<file path="src/rtl/clock_edge_monitor.sv">
// Gated rising-edge counter for two asynchronous clock outputs. Each measurement
// counts edges over a latched window and checks the counts against latched bounds.
module clock_edge_monitor #(
  parameter int WIN_W = 16,
  parameter int CNT_W = 16
) (
  input  logic             clock,
  input  logic             resetb,
  input  logic             start,
  input  logic             abort,
  input  logic [WIN_W-1:0] window,
  input  logic [1:0]       mon_in,
  input  logic [CNT_W-1:0] exp_min0,
  input  logic [CNT_W-1:0] exp_max0,
  input  logic [CNT_W-1:0] exp_min1,
  input  logic [CNT_W-1:0] exp_max1,
  output logic             busy,
  output logic             done,
  output logic [CNT_W-1:0] count0,
  output logic [CNT_W-1:0] count1,
  output logic [1:0]       pass,
  output logic [1:0]       ovf
);

  typedef enum logic [1:0] {
    ST_IDLE  = 2'd0,
    ST_ARM   = 2'd1,
    ST_COUNT = 2'd2,
    ST_DONE  = 2'd3
  } state_t;

  localparam logic [CNT_W-1:0] CNT_ZERO = {CNT_W{1'b0}};
  localparam logic [CNT_W-1:0] CNT_ONE  = {{(CNT_W-1){1'b0}}, 1'b1};
  localparam logic [CNT_W-1:0] CNT_MAX  = {CNT_W{1'b1}};
  localparam logic [WIN_W-1:0] WIN_ZERO = {WIN_W{1'b0}};
  localparam logic [WIN_W-1:0] WIN_ONE  = {{(WIN_W-1){1'b0}}, 1'b1};

  // Returns {overflow_hit, next_count}; the count sticks at CNT_MAX once full.
  function automatic logic [CNT_W:0] sat_step(input logic [CNT_W-1:0] cnt, input logic ev);
    logic [CNT_W:0] res;
    if (!ev) begin
      res = {1'b0, cnt};
    end else if (cnt == CNT_MAX) begin
      res = {1'b1, cnt};
    end else begin
      res = {1'b0, cnt + CNT_ONE};
    end
    return res;
  endfunction

  function automatic logic in_range(input logic [CNT_W-1:0] cnt, input logic [CNT_W-1:0] lo,
                                    input logic [CNT_W-1:0] hi, input logic ovf_bit);
    return (cnt >= lo) && (cnt <= hi) && !ovf_bit;
  endfunction

  state_t             state_q, state_d;
  logic [1:0]         sync1_q, sync2_q, prev_q;
  logic [WIN_W-1:0]   rem_q, rem_d;
  logic [CNT_W-1:0]   work0_q, work0_d, work1_q, work1_d;
  logic [1:0]         wovf_q, wovf_d;
  logic [CNT_W-1:0]   min0_q, min0_d, max0_q, max0_d, min1_q, min1_d, max1_q, max1_d;
  logic               busy_q, busy_d, done_q, done_d;
  logic [CNT_W-1:0]   count0_q, count0_d, count1_q, count1_d;
  logic [1:0]         pass_q, pass_d, ovf_q, ovf_d;
  logic [1:0]         edge_s;
  logic [CNT_W:0]     step0_s, step1_s;

  assign edge_s  = sync2_q & ~prev_q;
  assign step0_s = sat_step(work0_q, edge_s[0]);
  assign step1_s = sat_step(work1_q, edge_s[1]);

  // Synchronizer and previous-value chain; prev always follows the synced level,
  // so a level already high when ARM loads it never reads as an edge.
  always_ff @(posedge clock or negedge resetb) begin
    if (!resetb) begin
      sync1_q <= 2'b00;
      sync2_q <= 2'b00;
      prev_q  <= 2'b00;
    end else begin
      sync1_q <= mon_in;
      sync2_q <= sync1_q;
      prev_q  <= sync2_q;
    end
  end

  // Next-state, working counters and result capture.
  always_comb begin
    state_d  = state_q;
    rem_d    = rem_q;
    work0_d  = work0_q;
    work1_d  = work1_q;
    wovf_d   = wovf_q;
    min0_d   = min0_q;
    max0_d   = max0_q;
    min1_d   = min1_q;
    max1_d   = max1_q;
    busy_d   = 1'b0;
    done_d   = 1'b0;
    count0_d = count0_q;
    count1_d = count1_q;
    pass_d   = pass_q;
    ovf_d    = ovf_q;

    case (state_q)
      ST_IDLE: begin
        if (start) begin
          state_d = ST_ARM;
          rem_d   = window;
          min0_d  = exp_min0;
          max0_d  = exp_max0;
          min1_d  = exp_min1;
          max1_d  = exp_max1;
        end else begin
          state_d = ST_IDLE;
        end
      end
      ST_ARM: begin
        work0_d = CNT_ZERO;
        work1_d = CNT_ZERO;
        wovf_d  = 2'b00;
        if (abort) begin
          state_d = ST_IDLE;
        end else if (rem_q == WIN_ZERO) begin
          state_d = ST_DONE;
        end else begin
          state_d = ST_COUNT;
        end
      end
      ST_COUNT: begin
        work0_d = step0_s[CNT_W-1:0];
        work1_d = step1_s[CNT_W-1:0];
        wovf_d  = wovf_q | {step1_s[CNT_W], step0_s[CNT_W]};
        rem_d   = rem_q - WIN_ONE;
        // Abort wins even on the final window cycle.
        if (abort) begin
          state_d = ST_IDLE;
        end else if (rem_q == WIN_ONE) begin
          state_d = ST_DONE;
        end else begin
          state_d = ST_COUNT;
        end
      end
      ST_DONE: begin
        state_d = ST_IDLE;
      end
      default: begin
        state_d = ST_IDLE;
      end
    endcase

    // Results are captured on entry to DONE so they appear together with done.
    if (state_d == ST_DONE) begin
      done_d   = 1'b1;
      count0_d = work0_d;
      count1_d = work1_d;
      ovf_d    = wovf_d;
      pass_d   = {in_range(work1_d, min1_q, max1_q, wovf_d[1]),
                  in_range(work0_d, min0_q, max0_q, wovf_d[0])};
    end else begin
      done_d = 1'b0;
    end

    if ((state_d == ST_ARM) || (state_d == ST_COUNT)) begin
      busy_d = 1'b1;
    end else begin
      busy_d = 1'b0;
    end
  end

  // State, working and output registers.
  always_ff @(posedge clock or negedge resetb) begin
    if (!resetb) begin
      state_q  <= ST_IDLE;
      rem_q    <= WIN_ZERO;
      work0_q  <= CNT_ZERO;
      work1_q  <= CNT_ZERO;
      wovf_q   <= 2'b00;
      min0_q   <= CNT_ZERO;
      max0_q   <= CNT_ZERO;
      min1_q   <= CNT_ZERO;
      max1_q   <= CNT_ZERO;
      busy_q   <= 1'b0;
      done_q   <= 1'b0;
      count0_q <= CNT_ZERO;
      count1_q <= CNT_ZERO;
      pass_q   <= 2'b00;
      ovf_q    <= 2'b00;
    end else begin
      state_q  <= state_d;
      rem_q    <= rem_d;
      work0_q  <= work0_d;
      work1_q  <= work1_d;
      wovf_q   <= wovf_d;
      min0_q   <= min0_d;
      max0_q   <= max0_d;
      min1_q   <= min1_d;
      max1_q   <= max1_d;
      busy_q   <= busy_d;
      done_q   <= done_d;
      count0_q <= count0_d;
      count1_q <= count1_d;
      pass_q   <= pass_d;
      ovf_q    <= ovf_d;
    end
  end

  assign busy   = busy_q;
  assign done   = done_q;
  assign count0 = count0_q;
  assign count1 = count1_q;
  assign pass   = pass_q;
  assign ovf    = ovf_q;

endmodule

</file>
<file path="config.mk">
export PLATFORM = sky130hd
export DESIGN_NAME = clock_edge_monitor
export DESIGN_NICKNAME = d
export VERILOG_FILES = /design/src/rtl/clock_edge_monitor.sv
export SDC_FILE = /design/constraint.sdc
export NUM_CORES = 1
export LEC_CHECK = 0
export BUFFER_PORTS_ARGS = -buffer_cell sky130_fd_sc_hd__buf_2
export CAP_MARGIN = 40
export CORE_UTILIZATION = 30
export CTS_BUF_LIST = sky130_fd_sc_hd__clkbuf_4 sky130_fd_sc_hd__clkbuf_8
export CTS_CLUSTER_DIAMETER = 30
export DETAILED_ROUTE_END_ITERATION = 10
export RECOVER_POWER = 25
export SYNTH_ARGS = -nofsm -noshare
export SYNTH_HDL_FRONTEND = slang
export SYNTH_SLANG_ARGS = --single-unit
</file>
<file path="constraint.sdc">
create_clock -name clock -period 4.3 [get_ports clock]
set_clock_uncertainty 0.15 [all_clocks]
set_input_delay 0.645 -clock clock [delete_from_list [all_inputs] [get_ports clock]]
set_output_delay 0.645 -clock clock [all_outputs]
set_load 0.01 [all_outputs]
</file>
==> metrics.cfg <==
[outcome]
status = completed

[sta]
fin_crit_sh_pct = 87.5
rsz0062_at_grt = no
setup_slack_ps = 537
max_freq_mhz = 266
min_period_ps = 3760
slew_violations = 0
finalHoldViolCount = 0
max-slew-margin-rel_pct = 32.9
worst_pin_slew_ps = 1010
setup-tns-final_ps = 0
setup_viol = 0

[synthesis]
synth_cells = 825
synthArstFlopShare_pct = 100
syn_area_mm2 = 0.00868
synth_ff_type = dfrtp_1
avgSynthCellArea_um2 = 10.5
synth_cell_types = 71
ys_seq_area_share_pct = 46.1
synth_edf_count = 0
syn_nets = 983
yosysWarningCount = 0
ys_seq_elements = 160

[global_routing]
grt_usage_pct = 15.3
grtUsageMet2_pct = 23.0
antenna_found_initial = 0
grt_busiest_layer = met2
grt_pass1_wl_um = 34900
use_met3_pct = 4.26
gr-usage-met1_pct = 21.2
grt.overflow.total = 0
grt_max_degree = 86
grt_pass1_vias = 6539

[placement]
place.gp.congestion = 0.893
placed_cell_area_mm2 = 0.00980
hpwlAfterDp_um = 16300
io_buffers = 123
pre_cts_ws_ps = 539

[layout]
seqCellArea_mm2 = 0.00400
nets = 1111
drive_gt1_share_pct = 26.9
mostFrequentLayoutCells = 160 x dfrtp_1, 122 x buf_2, 77 x inv_1
fin_area_mm2 = 0.0102
fillers = 2805
area_growth_pct = 17.3
final_common_cell = dfrtp_1
multiInputGateArea_mm2 = 0.00424
fin_util_pct = 36.1
antennaDiodeCount = 0

[power]
p_switching_w = 0.00113
switching_share_pct = 32.0
total_power_w = 0.00354
power.share.sequential_pct = 50.4
combPwrFrac_pct = 18.3
power_frac_clock_pct = 31.3
powerDensity_mw_per_mm2 = 347
cell_internal_pwr_w = 0.00240
peakVddDrop_mv = 0.215
p_leak_nw = 4.84

[floorplanning]
die-area_mm2 = 0.0296
core_mm2 = 0.0282
fp-row-count = 61
initial_core_util_pct = 30.8
io_pins = 124
die_x_um = 172
die_h_um = 172

[clocking]
cts_tree = yes
cts.path.max_buffers = 2
cts-root-buf = clkbuf_8
clk_pin_slew_ps = 100
cts_hold_buf = 1
htree_levels = 4
cts_resized = 0
clkLatencyLatePin_ps = 470
cts_sinks = 160
post_cts_buffers = 0
cts_buffers = 17

[worst_setup_path]
crit_type = reg -> reg
arrival_ps = 3980
path_max_fanout = 8
worstSetupEndpointType = flip-flop
crit_required_ps = 4520
start_kind = flip-flop

[routing]
drc = 0
dr.pass1.iters = 4
totalWireLength_um = 21800
drt_iter0_drc = 458
dr_total_vias = 6604
wl_per_cell_um = 16.2
drtAntennaViolNets = 0
viasPerCell = 4.91

[job]
maxCapViolCount = 0

[min_path]
hold_path_class = in -> reg

==> final timing paths <==
path | from | end | slack, ps | cells after the start
worst max-delay path | state_q[0]$_DFF_PN0_ | pass[1]$_DFFE_PN0P_ | 540 | 13
worst min-delay path | mon_in[1] | sync1_q[1]$_DFF_PN0_ | 130 | 1
worst max register to register | state_q[0]$_DFF_PN0_ | pass[1]$_DFFE_PN0P_ | 540 | 13
worst min register to register | sync1_q[0]$_DFF_PN0_ | sync2_q[0]$_DFF_PN0_ | 220 | 0
max in group asynchronous | resetb | max1_q[2]$_DFFE_PN0P_ | 1990 | 4
min in group asynchronous | resetb | min0_q[14]$_DFFE_PN0P_ | 710 | 2
==> metal layers <==
| metal | up-vias | wire length, um | share of wire (%) |
|---|---|---|---|
| met5 | - | 0 | 0 |
| met3 | 19 | 1250 | 5.7 |
| li1 | 3253 | - | - |
| met1 | 3200 | 10500 | 48 |
| met2 | 132 | 9690 | 45 |
| met4 | 0 | 356 | 1.6 |
==> area by class of cell <==
class,count,area share [%]
clock inverter,15,1.44
multi-input combinational,557,41.6
inverter,77,2.84
timing repair buffer,140,7.83
clock buffer,17,2.30
tap,378,4.65
sequential,160,39.3
==> Yosys cell counts (4+ instances only) <==
cell | count | share of area [%]
o22a_1 | 4 | 0.40
o21a_1 | 5 | 0.43
and3_1 | 4 | 0.29
o31ai_1 | 6 | 0.52
o21ai_0 | 28 | 1.6
a21oi_1 | 60 | 3.5
nor4_1 | 10 | 0.72
and2_1 | 8 | 0.58
o41ai_1 | 4 | 0.40
nand2b_1 | 6 | 0.43
nand3_1 | 20 | 1.2
a21o_1 | 5 | 0.43
o211ai_1 | 7 | 0.61
mux2_2 | 70 | 9.1
nand4_1 | 24 | 1.7
ha_1 | 72 | 10
nor2_1 | 56 | 2.4
xnor2_1 | 9 | 0.91
nand2_1 | 35 | 1.5
dfrtp_1 | 160 | 46
a31oi_1 | 8 | 0.58
nor3_1 | 17 | 0.98
and4_1 | 4 | 0.40
o2bb2ai_1 | 20 | 2.0
clkbuf_1 | 24 | 1.0
xor2_1 | 10 | 1.0
inv_1 | 77 | 3.3
or3_1 | 4 | 0.29
==> critical path, cell delays in order (launching register included) <==
cell       delay [ps]
dfrtp_1           360
inv_1              60
ha_1              430
and3b_1           280
and3_1            280
o2111ai_1         160
xor2_1            190
nor2_1            240
ha_1              320
a21oi_1           170
nand3_1           110
a221o_1           350
o31a_1            280
o41ai_1           290
==> registers in the layout (all words and copies together), names as in the netlist, 16 cells and up <==
signal   count
work0_q     16
max0_q      16
work1_q     16
min1_q      16
count0      16
count1      16
min0_q      16
max1_q      16
rem_q       16
==> logic make-up after synthesis <==
group / synth area share [%]
AO/OA/AOI/OAI: 13.7
XOR/XNOR: 1.92
adder cells (fa/ha/maj): 10.4
buffers and inverters: 5.14
flip-flops: 46.1
multiplexers: 9.77
AND/OR/NAND/NOR: 13.0
==> metrics by stage <==
stage | std cells | hold slack [ps]
after detailed placement | 1311 | 197
final | 1344 | 125
after floorplan | 825 | 181
after CTS | 1344 | 95.5
after global placement | 1309 | 186
after global routing | 1344 | 96.5
==> power by group through the flow <==
stage	logic (W)	registers, W	clock network [W]
final	0.000647	0.00178	0.00111
after CTS	0.000658	0.00178	0.00115
after global placement	0.000632	0.00181	0
after global routing	0.000737	0.00181	0.00121
after floorplan	0.000428	0.00179	0
after detailed placement	0.000652	0.00181	0
Power figures use the tool's default switching activity.
